[src/rtl/capture_readout_sequencer.sv]
// Sequences one binarized frame: arm the CCD path, capture exactly one full frame,
// then drain the read FIFO bit-serially into packed words handed to the HPS.
module capture_readout_sequencer #(
    parameter int H_ACTIVE    = 640,
    parameter int V_ACTIVE    = 480,
    parameter int WORD_W      = 32,
    parameter int SOF_TIMEOUT = 50000000
) (
    input  logic              iCLK,
    input  logic              iRST,
    input  logic              iSTART,
    input  logic              iABORT,
    input  logic              iFVAL,
    input  logic              iDVAL,
    input  logic              iRD_BIT,
    input  logic              iWORD_ACK,
    output logic              oCAP_EN,
    output logic              oLOAD,
    output logic              oRD,
    output logic [WORD_W-1:0] oWORD,
    output logic              oWORD_VALID,
    output logic [8:0]        oROW,
    output logic [9:0]        oCOL,
    output logic              oBUSY,
    output logic              oDONE,
    output logic              oERR,
    output logic [2:0]        oSTATE
);
    localparam int FRAME_PIX   = H_ACTIVE * V_ACTIVE;
    localparam int FRAME_WORDS = FRAME_PIX / WORD_W;
    localparam int TMO_W       = $clog2(SOF_TIMEOUT + 1);
    localparam int WCNT_W      = $clog2(FRAME_WORDS + 1);
    localparam int RCNT_W      = $clog2(WORD_W + 1);
    localparam logic [18:0]       PIX_TARGET = 19'(FRAME_PIX);
    localparam logic [TMO_W-1:0]  TMO_LOAD   = TMO_W'(SOF_TIMEOUT - 1);
    localparam logic [WCNT_W-1:0] LAST_WORD  = WCNT_W'(FRAME_WORDS - 1);
    localparam logic [RCNT_W-1:0] RD_LAST    = RCNT_W'(WORD_W);

    typedef enum logic [2:0] {
        S_IDLE     = 3'd0,
        S_ARM      = 3'd1,
        S_WAIT_SOF = 3'd2,
        S_CAPTURE  = 3'd3,
        S_READ     = 3'd4,
        S_PRESENT  = 3'd5,
        S_DONE     = 3'd6
    } state_t;

    state_t              state, state_next;
    logic                start_q, fval_q, edge_armed;
    logic                start_rise, fval_rise, fval_fall;
    logic                load_r, load_next, err_r, err_next;
    logic                start_run, arm_tmo, begin_cap, ack_take;
    logic [TMO_W-1:0]    tmo_cnt;
    logic [18:0]         pix_cnt;
    logic [RCNT_W-1:0]   rd_cnt;
    logic [WCNT_W-1:0]   word_cnt;
    logic [WORD_W-1:0]   word_r;
    logic [8:0]          row_r;
    logic [9:0]          col_r;

    // edge_armed suppresses a false edge in the first cycle after reset
    assign start_rise = edge_armed & iSTART & ~start_q;
    assign fval_rise  = edge_armed & iFVAL & ~fval_q;
    assign fval_fall  = edge_armed & ~iFVAL & fval_q;

    always_ff @(posedge iCLK or posedge iRST) begin
        if (iRST) begin
            state  <= S_IDLE;
            load_r <= 1'b0;
            err_r  <= 1'b0;
        end else begin
            state  <= state_next;
            load_r <= load_next;
            err_r  <= err_next;
        end
    end

    // Handshake: oWORD_VALID holds word/row/col stable until a cycle with iWORD_ACK=1;
    // that cycle completes the transfer and valid drops on the following edge.
    always_comb begin
        state_next = state;
        load_next  = 1'b0;
        err_next   = err_r;
        start_run  = 1'b0;
        arm_tmo    = 1'b0;
        begin_cap  = 1'b0;
        ack_take   = 1'b0;
        case (state)
            S_IDLE, S_DONE: begin
                if (start_rise) begin
                    state_next = S_ARM;
                    load_next  = 1'b1;
                    err_next   = 1'b0;
                    start_run  = 1'b1;
                end
            end
            S_ARM: begin
                if (!iFVAL) begin
                    state_next = S_WAIT_SOF;
                    arm_tmo    = 1'b1;
                end
            end
            S_WAIT_SOF: begin
                if (fval_rise) begin
                    state_next = S_CAPTURE;
                    begin_cap  = 1'b1;
                end else if (tmo_cnt == '0) begin
                    state_next = S_IDLE;
                    err_next   = 1'b1;
                end
            end
            S_CAPTURE: begin
                if (fval_fall) begin
                    if (pix_cnt == PIX_TARGET) begin
                        state_next = S_READ;
                        load_next  = 1'b1;
                    end else begin
                        state_next = S_IDLE;
                        err_next   = 1'b1;
                    end
                end
            end
            S_READ: begin
                if (rd_cnt == RD_LAST) state_next = S_PRESENT;
            end
            S_PRESENT: begin
                if (iWORD_ACK) begin
                    ack_take   = 1'b1;
                    state_next = (word_cnt == LAST_WORD) ? S_DONE : S_READ;
                end
            end
            default: state_next = S_IDLE;
        endcase
        if (iABORT) begin
            state_next = S_IDLE;
            load_next  = 1'b0;
            err_next   = err_r;
            start_run  = 1'b0;
            arm_tmo    = 1'b0;
            begin_cap  = 1'b0;
            ack_take   = 1'b0;
        end
    end

    always_ff @(posedge iCLK or posedge iRST) begin
        if (iRST) begin
            start_q    <= 1'b0;
            fval_q     <= 1'b0;
            edge_armed <= 1'b0;
            tmo_cnt    <= '0;
            pix_cnt    <= '0;
            rd_cnt     <= '0;
            word_cnt   <= '0;
            word_r     <= '0;
            row_r      <= '0;
            col_r      <= '0;
        end else begin
            start_q    <= iSTART;
            fval_q     <= iFVAL;
            edge_armed <= 1'b1;
            if (arm_tmo)
                tmo_cnt <= TMO_LOAD;
            else if (state == S_WAIT_SOF && tmo_cnt != '0)
                tmo_cnt <= tmo_cnt - TMO_W'(1);
            // the SOF cycle itself may carry a pixel, so seed the count with it
            if (begin_cap)
                pix_cnt <= {18'd0, iDVAL};
            else if (state == S_CAPTURE && iDVAL && pix_cnt != '1)
                pix_cnt <= pix_cnt + 19'd1;
            if (state == S_READ && state_next == S_READ)
                rd_cnt <= rd_cnt + RCNT_W'(1);
            else
                rd_cnt <= '0;
            // bit for strobe k arrives one cycle later; after WORD_W shifts it sits in bit k
            if (state == S_READ && rd_cnt != '0)
                word_r <= {iRD_BIT, word_r[WORD_W-1:1]};
            if (start_run) begin
                word_cnt <= '0;
                row_r    <= '0;
                col_r    <= '0;
            end else if (ack_take && word_cnt != LAST_WORD) begin
                word_cnt <= word_cnt + WCNT_W'(1);
                if (int'(col_r) + WORD_W == H_ACTIVE) begin
                    col_r <= '0;
                    row_r <= row_r + 9'd1;
                end else begin
                    col_r <= col_r + 10'(WORD_W);
                end
            end
        end
    end

    assign oCAP_EN     = (state == S_CAPTURE);
    assign oLOAD       = load_r;
    assign oRD         = (state == S_READ) && (rd_cnt < RD_LAST);
    assign oWORD       = word_r;
    assign oWORD_VALID = (state == S_PRESENT);
    assign oROW        = row_r;
    assign oCOL        = col_r;
    assign oBUSY       = (state != S_IDLE) && (state != S_DONE);
    assign oDONE       = (state == S_DONE);
    assign oERR        = err_r;
    assign oSTATE      = state;
endmodule

[config.mk]
export PLATFORM = sky130hd
export DESIGN_NAME = capture_readout_sequencer
export DESIGN_NICKNAME = d
export VERILOG_FILES = /design/src/rtl/capture_readout_sequencer.sv
export SDC_FILE = /design/constraint.sdc
export NUM_CORES = 1
export LEC_CHECK = 0
export ABC_CLOCK_PERIOD_IN_PS = 7550
export CORE_AREA = 2 2 135 137
export DETAILED_ROUTE_END_ITERATION = 16
export DIE_AREA = 0 0 137 139
export SLEW_MARGIN = 10
export SYNTH_ARGS = -nofsm -noshare
export SYNTH_HDL_FRONTEND = slang
export SYNTH_SLANG_ARGS = --single-unit
[constraint.sdc]
create_clock -name iCLK -period 7.55 [get_ports iCLK]
set_input_delay 1.51 -clock iCLK [delete_from_list [all_inputs] [get_ports iCLK]]
set_output_delay 1.51 -clock iCLK [all_outputs]
set_load 0.02 [all_outputs]
* Word level (Yosys, flattened, before mapping)
Index checks and enable logic that the tools add are counted.
** Operators by class
- Add/subtract/negate cells :: 7
- Order comparisons :: 1
- Equal/unequal tests :: 19
- Muxes and demuxes :: 46
- Bitwise logic cells :: 10
- Reductions and logical operators :: 21
** Operator list (number)
- $mux W26 :: 2
- $mux W19 :: 2
- $mux W10 :: 3
- $mux W14 :: 2
- $mux W3 :: 9
- $mux W9 :: 3
- $logic_not A26 Y1 :: 1
- $reduce_bool A26 Y1 :: 1
- $sub A26 B1 Y26 const B :: 1
- $mux W1 :: 20
- $add A19 B1 Y19 const B :: 1
- $eq A19 B19 Y1 const B :: 1
- $ne A19 B19 Y1 const B :: 1
- $pmux W3 S6 :: 1
- $add A14 B1 Y14 const B :: 1
- $eq A14 B14 Y1 const B :: 1
- $ne A14 B14 Y1 const B :: 1
- $eq A3 B3 Y1 const B :: 4
- $add A10 B6 Y11 const B :: 1
- $eq A11 B10 Y1 const B :: 1
- $add A10 B6 Y10 const B :: 1
- $add A9 B1 Y9 const B :: 1
- $logic_and A1 B1 Y1 :: 8
- $ne A2 B2 Y1 const B :: 4
- other kinds (20) :: 33
** Word-level totals
- Flip-flop bits (word level) :: 124
- Output and inout port bits :: 61
- Logic and storage cells :: 117

* Depth between registers and ports, before layout
Gate-level depths: netlist (run 1).
- Depth after elaboration :: 9
- Depth in mapped cells :: 8

* Worst setup path before layout (run 1)
Ideal clock, no wire load.
- Path type :: reg2out
- Start point :: reg state[0], in the netlist oSTATE[0]
- End point :: out oRD
- Arrival time :: 1565 ps
- Data required time :: 6040 ps
- Slack :: 4475 ps
- Stages on the path, launching flop included :: 4
- Path buffers :: 2
- Cell sequence :: dfrtp_1 clkbuf_1 clkbuf_1 nor4_1
** Between the ends
- Longest elaborated chain between the ends :: 2
** RTL lines
- start: declaration :: line 49 : state_t state, state_next;
- start signal: assignment :: line 73 : state <= state_next;
- $eq A3 B3 Y1 :: line 196 : assign oRD = (state == S_READ) && (rd_cnt < RD_LAST);
- $logic_and A1 B1 Y1 :: line 196
- end: declaration :: line 19 : output logic oRD,
No other way between the ends.

* Worst setup path in the final report (run 1)
- Start point :: reg state[2], in the netlist oSTATE[2]
- End point :: out oDONE
** Between the ends
- Longest elaborated chain between the ends :: 1
** RTL lines
- $eq A3 B3 Y1 :: line 202 : assign oDONE = (state == S_DONE);
- end: declaration :: line 25 : output logic oDONE,
No other way between the ends.

==> flow_summary.ini, run 1 <==
[final_layout]
layout_commonest_cell = dfrtp_1
nNetsFinal = 666
drive_gt1_share_pct = 10.7
diodes = 0
final_cell_mix = dfrtp_1 (119), nor2_1 (65), clkdlybuf4s50_1 (63)
area_delta_synth_final_pct = 23.5

[worst_setup_path]
required_ns = 6.04
path_max_fanout = 14
critPathArrivalTime_ns = 2.24
crit_type = reg2out
cp-end-kind = output port
crit_path_start_kind = flip-flop

[timing]
finalSetupViolations = 0
slew_headroom_pct = 46.9
fmax_ghz = 0.267
tightest_slew_ns = 0.788
finalCriticalPeriod_ns = 3.75
period_share_pct = 49.6
hold_viol_final = 0
rsz0062_at_grt = false
hold_ws_ns = 0.486
fin_skew_ns = 0.0113
fin_setup_tns_ns = 0
report.final.slew_viol_count = 0

[placed_design]
gp_congestion = 0.835
io_buffers = 63
dpl.hpwl_um = 9290

[power]
leakage_nw = 3.08
ir_worst_vdd_mv = 0.165
cellPowerDensity_nw_per_um2 = 216

[yosys]
synth_cell_types = 71
ys_warn_count = 0
synth-seq-cells = 119
synthesis.area_um2 = 6010
synth-edff-count = 0
ys.flop_type = dfrtp_1
synthArstFlopShare_pct = 100
avgSynthCellArea_um2 = 10.2
ys_seq_area_share_pct = 49.5
syn_inst = 588

[global_route]
overflow = 0
grt_max_degree = 64
grt_pass1_vias = 4713
antenna_found_initial = 0
grtUsageTotal_pct = 15.2
grt_pass1_wl_um = 23100

[drt]
wl_per_cell_um = 15.2
firstDrtPassIters = 4
wirelength_um = 13500
drc = 0
final_antenna_net_count = 0
vias = 4679
vias_per_cell = 5.26
drt_iter0_markers = 298

[clock_tree]
clock_path_buffers = 2
cts_setup_buffers = 0
clkTransAtPathRegs_ns = 0.05
cts_tree = done
cts_root_buf = clkbuf_16
numCtsBuffers = 17
ctsHtreeMaxLevel = 4
cts_resized = 0
cts_hold_buf = 0
cts_sinks = 119
clock_latency_ns = 0.42

[hold_path]
min_path_type = reg2reg

[floorplan]
rows = 49
fp.coreArea_um2 = 17700
start_util_pct = 34.1
die_h_um = 139
ios = 69
die_area_um2 = 19000
die_x_um = 137

[outcome]
status = finished clean

[flow_run]
cap_violations = 0
-- worst max-delay path: stages, from the launching register on --
cell and delay, ns:
dfrtp_1 0.66, inv_1 0.20, nor2_1 0.16, nand2_1 0.12, inv_1 0.08, clkdlybuf4s50_1 0.60
-- final timing paths --
kind | startpoint | end | slack [ns] | depth (start not counted)
setup / recovery | oSTATE[2] | oDONE | 3.80 | 5
hold / removal | rd_cnt[0] | rd_cnt[0] | 0.49 | 1
setup reg to reg | oSTATE[2] | oCOL[9] | 4.90 | 5
hold reg to reg | rd_cnt[0] | rd_cnt[0] | 0.49 | 1
max in group asynchronous | iRST | word_cnt[6] | 4.71 | 3
min in group asynchronous | iRST | oWORD[26] | 1.62 | 2
-- cell families after synthesis --
family / Yosys count / synth area share, %
XOR/XNOR: 38 / 5.53
buffers and inverters: 43 / 3.33
other: 2 / 0.125
AO/OA/AOI/OAI: 80 / 8.99
multiplexers: 36 / 6.68
AND/OR/NAND/NOR: 262 / 24.2
flip-flops: 119 / 49.5
adder cells (fa/ha/maj): 8 / 1.66
-- state kept, by name, summed over array words and instances, names as in the netlist --
signal and flops:
tmo_cnt 26, oERR 1, edge_armed 1, oCOL 5
pix_cnt 19, oSTATE 3, word_cnt 14, oROW 9
fval_q 1, rd_cnt 6, oLOAD 1, oWORD 32
start_q 1
-- where the power goes --
group          internal, W  switching (W)  total [W]
Sequential        0.000666      0.0000356   0.000702
Clock             0.000535       0.000265   0.000799
Combinational    0.0000414      0.0000628   0.000104
-- cell usage after synthesis (all sizes together), types with 5 or more instances --
cell    instances  area [um2]
inv            16        60.1
and3            7        43.8
o31ai           7        52.6
nor4           18         140
and4            9        78.8
ha              8         100
nand2          36         135
xnor2          21         184
nand4          12        75.1
o21ai          18        90.1
or4             7        52.6
buf            15        95.1
a21oi          20         100
nor2b           9        56.3
or3            13        81.3
nor3           13        65.1
xor2           17         149
a31oi           5        31.3
clkbuf         12        45.0
nand3          38         190
dfrtp         119        2980
nor2           67         262
and2            6        37.5
mux2           33         372
-- routing by layer --
layer / wire (um) / up-vias / share of wire (%) / GRT usage (%)
li1: - / 2241 / - / -
met1: 6140 / 2328 / 45 / 18.8
met2: 6530 / 97 / 48 / 24.6
met3: 748 / 13 / 5.5 / 5.99
met4: 120 / 0 / 0.89 / 4.18
met5: 0 / - / 0 / 0
-- final cells by class --
type,count,area (um2)
Clock buffer,28,527
Clock inverter,2,60.1
Fill cell,1714,10200
Inverter,16,62.6
Multi-Input combinational cell,430,2860
Sequential cell,119,2980
Tap cell,229,287
Timing Repair Buffer,66,653
-- through the flow --
stage,std cells,util (%),total power (W),instance area [um2],worst slack [ns]
final,890,42.1,0.00161,7430,3.80
after global routing,890,42.1,0.00167,7430,3.66
after CTS,890,42.1,0.00162,7430,3.79
after detailed placement,860,38.7,0.000817,6840,3.57
after global placement,860,38.7,0.000809,6840,3.61
after floorplan,592,-,0.000781,6030,2.88
Note: power is estimated with default switching activity, not from simulation.
==> run 2: changes to the inputs <==
--- a/config.mk
+++ b/config.mk
@@ -5,7 +5,7 @@
 export SDC_FILE = /design/constraint.sdc
 export NUM_CORES = 1
 export LEC_CHECK = 0
-export ABC_CLOCK_PERIOD_IN_PS = 7550
+export ABC_CLOCK_PERIOD_IN_PS = 3600
 export CORE_AREA = 2 2 135 137
 export DETAILED_ROUTE_END_ITERATION = 16
 export DIE_AREA = 0 0 137 139
==> constraint.sdc (replaced) <==
create_clock -name iCLK -period 3.6 [get_ports iCLK]
set_input_delay 0.72 -clock iCLK [delete_from_list [all_inputs] [get_ports iCLK]]
set_output_delay 0.72 -clock iCLK [all_outputs]
set_load 0.02 [all_outputs]
==> run 2 against run 1 <==
Sequential cell count stayed put; die area stayed put; sequential power grew 110%; clock-buffer cell count down 9; via count grew 0.79%; power up 110%; register-to-register slack worse by 3.9 ns; clock power up 110%; core utilization rose by 0.35 points; final cell count increased by 0.79%; final area up 0.84%; critical path type unchanged; critical endpoint is now oCAP_EN.
==> flow_summary.ini, run 2 (same netlist as run 1, synthesis figures left out) <==
[worst_setup_path]
rr_startpoint = tmo_cnt[11]
critPathArrivalTime_ns = 2.23
cp-endpoint = oCAP_EN
critical-path-max-stage-delay_ns = 0.63
ff2ff_setup_slack_ns = 1.00
crit_path_start_kind = flip-flop
cp-end-kind = output port
rr_endpoint = tmo_cnt[19]
path_max_fanout = 15
cp_top_family = buffers and inverters
crit_type = reg2out
startpoint = oSTATE[1]
cpMaxStageDelayCell = clkdlybuf4s50_1
critPathBufInv = 1
crit_chain = nor2b_1 -> and2_1 -> clkdlybuf4s50_1
crit_cells = 3
required_ns = 2.88
rr_worst_depth = 5

[clock_tree]
ctsHtreeMaxLevel = 4
numCtsBuffers = 17
clock_path_buffers = 2
cts_sinks = 119
cts_setup_buffers = 0
clkTransAtPathRegs_ns = 0.06
cts_hold_buf = 0
cts_tree = done
clock_latency_ns = 0.42
cts_resized = 0
cts_root_buf = clkbuf_16

[final_layout]
multiInputGateArea_um2 = 2860
area_delta_synth_final_pct = 24.5
nNetsFinal = 671
final_cell_mix = dfrtp_1 (119), nor2_1 (65), clkdlybuf4s50_1 (63)
diodes = 0
seq_area_um2 = 2980
fin_util_pct = 42.4
fillCellCount = 1671
layout_commonest_cell = dfrtp_1
largest_register_ff_count = 32
drive_gt1_share_pct = 12.3
finalNonFillerCells = 897

[global_route]
grt_max_degree = 57
met3_usage_pct = 5.30
antenna_found_initial = 0
grtUsageTotal_pct = 15.1
grtUsageMet1_pct = 19.2
grt_pass1_wl_um = 23100
overflow = 0
grt-busiest-layer = met2
grt_util_met2_pct = 23.4
grt_pass1_vias = 4680

[drt]
wl_per_cell_um = 15.2
vias_per_cell = 5.26
final_antenna_net_count = 0
drc = 0
firstDrtPassIters = 4
vias = 4716
drt_iter0_markers = 346
wirelength_um = 13600

[floorplan]
rows = 49
ios = 69
fp.coreArea_um2 = 17700
die_area_um2 = 19000
die_x_um = 137
die_h_um = 139
start_util_pct = 34.1

[timing]
report.final.slew_viol_count = 0
fin_setup_tns_ns = 0
finalCriticalPeriod_ns = 2.95
fmax_ghz = 0.339
finalSetupViolations = 0
tightest_slew_ns = 0.705
slew_headroom_pct = 53.0
fin_skew_ns = 0.0102
period_share_pct = 82.1
hold_viol_final = 0
rsz0062_at_grt = false

[flow_run]
cap_violations = 0

[power]
ir_worst_vdd_mv = 0.284
cellPowerDensity_nw_per_um2 = 454
leakage_nw = 3.11
power.total_w = 0.00340

[placed_design]
gp_congestion = 0.820
dpl.hpwl_um = 9470
io_buffers = 63
placed_cells = 865

[outcome]
status = finished clean

[hold_path]
min_path_type = reg2reg
[run 2: cell types whose count changed in the layout (fill, tap and decap cells not counted), sizes merged]
cell,change
inv,-1
clkinvlp,+4
clkbuf,-9
bufinv,+1
clkinv,+7
buf,+5
[run 2: power breakdown]
part | total [W] | switching, W | leakage (nW) | internal (W)
combinational | 0.000219 | 0.000130 | 1.27 | 0.0000896
clock | 0.00171 | 0.000612 | 0.288 | 0.00110
sequential | 0.00147 | 0.0000760 | 1.55 | 0.00140
total | 0.00340 | 0.000817 | 3.11 | 0.00259
[run 2: how the worst min path moves through the flow]
stage,to,startpoint,depth (start not counted)
2_1_floorplan,rd_cnt[0],rd_cnt[0],1
3_3_place_gp,rd_cnt[0],rd_cnt[0],1
3_5_place_dp,rd_cnt[0],rd_cnt[0],1
4_1_cts,rd_cnt[0],rd_cnt[0],1
5_1_grt,rd_cnt[0],rd_cnt[0],1
6_report,rd_cnt[0],rd_cnt[0],1
[run 2: stage by stage]
step / hold slack [ns] / worst slack (ns) / instance area (um2)
after floorplan: 0.452 / 1.31 / 6030
after global placement: 0.467 / 0.914 / 6890
after detailed placement: 0.479 / 0.838 / 6890
after CTS: 0.487 / 0.576 / 7490
after global routing: 0.517 / 0.513 / 7490
final: 0.486 / 0.646 / 7490
[run 2: metal layers]
layer	share of wire, %	wire length [um]
met1	44	6060
met2	48	6590
met3	5.8	793
met4	1.4	195
met5	0	0
[run 2: layout make-up]
| type | instances | area share, % |
|---|---|---|
| sequential | 119 | 39.8 |
| clock inverter | 13 | 2.07 |
| timing repair buffer | 71 | 9.39 |
| tap | 229 | 3.82 |
| multi-input combinational | 430 | 38.2 |
| inverter | 16 | 0.852 |
| clock buffer | 19 | 5.91 |
[run 2: worst reg2reg max path: cells and delay by family (launching register included)]
kind	cells	cell delay, ns
and+or+nand+nor	4	1.48
AOI/OAI and AO/OA	1	0.57
DFF	1	0.42
==> run 3: changes to the inputs <==
--- a/config.mk
+++ b/config.mk
@@ -5,7 +5,7 @@
 export SDC_FILE = /design/constraint.sdc
 export NUM_CORES = 1
 export LEC_CHECK = 0
-export ABC_CLOCK_PERIOD_IN_PS = 3600
+export ABC_CLOCK_PERIOD_IN_PS = 2800
 export CORE_AREA = 2 2 135 137
 export DETAILED_ROUTE_END_ITERATION = 16
 export DIE_AREA = 0 0 137 139
==> constraint.sdc (replaced) <==
create_clock -name iCLK -period 2.8 [get_ports iCLK]
set_input_delay 0.56 -clock iCLK [delete_from_list [all_inputs] [get_ports iCLK]]
set_output_delay 0.56 -clock iCLK [all_outputs]
set_load 0.02 [all_outputs]
==> run 3 against run 2 <==
Non-clock buffer count up 7; critical path type unchanged; critical endpoint unchanged; core utilization up 0.60 points; first-iteration DRC count down 19%; wire length up 0.40%; sequential power up 29%; largest cell class unchanged; combinational power up 29%; clock power up 40%; register-to-register slack worse by 0.61 ns; sequential share of layout area down 0.51 points.
==> flow_summary.ini, run 3 (same netlist as run 1, synthesis figures left out) <==
[worst_setup_path]
crit_chain = nor2b_1 -> and2_1 -> clkdlybuf4s50_1
cp-end-kind = output port
path_max_fanout = 15
crit_type = reg2out
rr_startpoint = oCOL[5]
crit_path_start_kind = flip-flop
cp_top_family = buffers and inverters
critical-path-max-stage-delay_ns = 0.63
required_ns = 2.24
cpMaxStageDelayCell = clkdlybuf4s50_1
critPathArrivalTime_ns = 2.09
startpoint = oSTATE[1]
critPathBufInv = 1

[timing]
finalSetupViolations = 0
period_share_pct = 94.5
rsz0062_at_grt = false
hold_viol_final = 0
slew_headroom_pct = 49.8
fmax_ghz = 0.378
finalCriticalPeriod_ns = 2.65
tightest_slew_ns = 0.753
fin_setup_tns_ns = 0
report.final.slew_viol_count = 0
fin_skew_ns = 0.00493

[clock_tree]
cts_root_buf = clkbuf_16
clkTransAtPathRegs_ns = 0.05
cts_setup_buffers = 0
numCtsBuffers = 17
cts_tree = done
clock_path_buffers = 2
cts_hold_buf = 0
clock_latency_ns = 0.41
ctsHtreeMaxLevel = 4
cts_sinks = 119

[global_route]
grt_max_degree = 120
overflow = 0
grt_pass1_wl_um = 23300
antenna_found_initial = 0
grtUsageTotal_pct = 15.1
grt_pass1_vias = 4830

[flow_run]
cap_violations = 0

[final_layout]
layout_commonest_cell = dfrtp_1
area_delta_synth_final_pct = 26.3
nNetsFinal = 678
largest_register_ff_count = 32
drive_gt1_share_pct = 13.3
final_cell_mix = dfrtp_1 (116), nor2_1 (65), clkdlybuf4s50_1 (63)
diodes = 0

[hold_path]
min_path_type = reg2reg
hp-start = rd_cnt[0]

[floorplan]
start_util_pct = 34.1
ios = 69
fp.coreArea_um2 = 17700
die_h_um = 139
die_area_um2 = 19000
rows = 49
die_x_um = 137

[drt]
vias = 4740
drt_iter0_markers = 280
final_antenna_net_count = 0
firstDrtPassIters = 4
drc = 0
wirelength_um = 13700
wl_per_cell_um = 15.1
vias_per_cell = 5.24

[power]
power.total_w = 0.00457
leakage_nw = 3.17
cellPowerDensity_nw_per_um2 = 601
ir_worst_vdd_mv = 0.444

[placed_design]
io_buffers = 63
gp_congestion = 0.827
dpl.hpwl_um = 9280

[outcome]
status = finished clean
-- run 3: changes by cell type in the layout (fill, tap and decap cells not counted), sizes merged --
cell,before,now
clkinvlp,4,1
clkinv,7,4
buf,8,15
bufinv,3,5
clkbuf,19,23
-- run 3: worst register-to-register path, cell delays in order, from the launching register on --
cell and delay [ns]:
dfrtp_1 0.43, ha_1 0.35, nor4bb_1 0.32, o21a_1 0.22
nand3_1 0.24, buf_4 0.25, or3_1 0.35, a21oi_1 0.16
-- run 3: where the power goes --
| group | internal (W) | switching (W) | total, W | leakage, nW |
|---|---|---|---|---|
| logic | 0.000115 | 0.000167 | 0.000282 | 1.31 |
| clock network | 0.00164 | 0.000750 | 0.00239 | 0.321 |
| registers | 0.00180 | 0.0000956 | 0.00189 | 1.55 |
-- run 3: metal layers --
metal / GRT usage, % / vias to the layer above / part of all wire (%)
met5: 0 / - / 0
met4: 5.05 / 0 / 1.1
met3: 5.26 / 19 / 5.8
met2: 24.5 / 116 / 49
met1: 18.7 / 2333 / 44
li1: - / 2272 / -
-- run 3: area by class of cell --
cell class | count | area [um2]
Multi-Input combinational cell | 430 | 2860
Fill cell | 1656 | 10100
Sequential cell | 119 | 2980
Clock inverter | 9 | 170
Timing Repair Buffer | 78 | 756
Inverter | 16 | 63.8
Tap cell | 229 | 287
Clock buffer | 23 | 478
-- run 3: through the flow --
step | cells | utilization, % | cell area, um2 | hold WS [ns] | worst slack (ns)
after floorplan | 592 | - | 6030 | 0.452 | 0.675
after global placement | 872 | 39.3 | 6950 | 0.469 | 0.327
after detailed placement | 872 | 39.3 | 6950 | 0.490 | 0.263
after CTS | 904 | 43.0 | 7590 | 0.497 | 0.0293
after global routing | 904 | 43.0 | 7600 | 0.537 | 0.0489
final | 904 | 43.0 | 7600 | 0.488 | 0.154
-- run 3: what timing repair did --
action,in CTS,in global routing
endpoints found under the setup margin,1,5
resized for setup,1,2
gates cloned,0,0
-- run 3: worst paths after layout --
kind	to	slack, ns	cells past startpoint
min in group asynchronous	oWORD[25]	0.66	3
worst min-delay path	rd_cnt[0]	0.49	1
max in group asynchronous	oSTATE[0]	1.61	3
worst max register to register	oROW[6]	0.39	7
worst min register to register	rd_cnt[0]	0.49	1
worst max-delay path	oCAP_EN	0.15	3
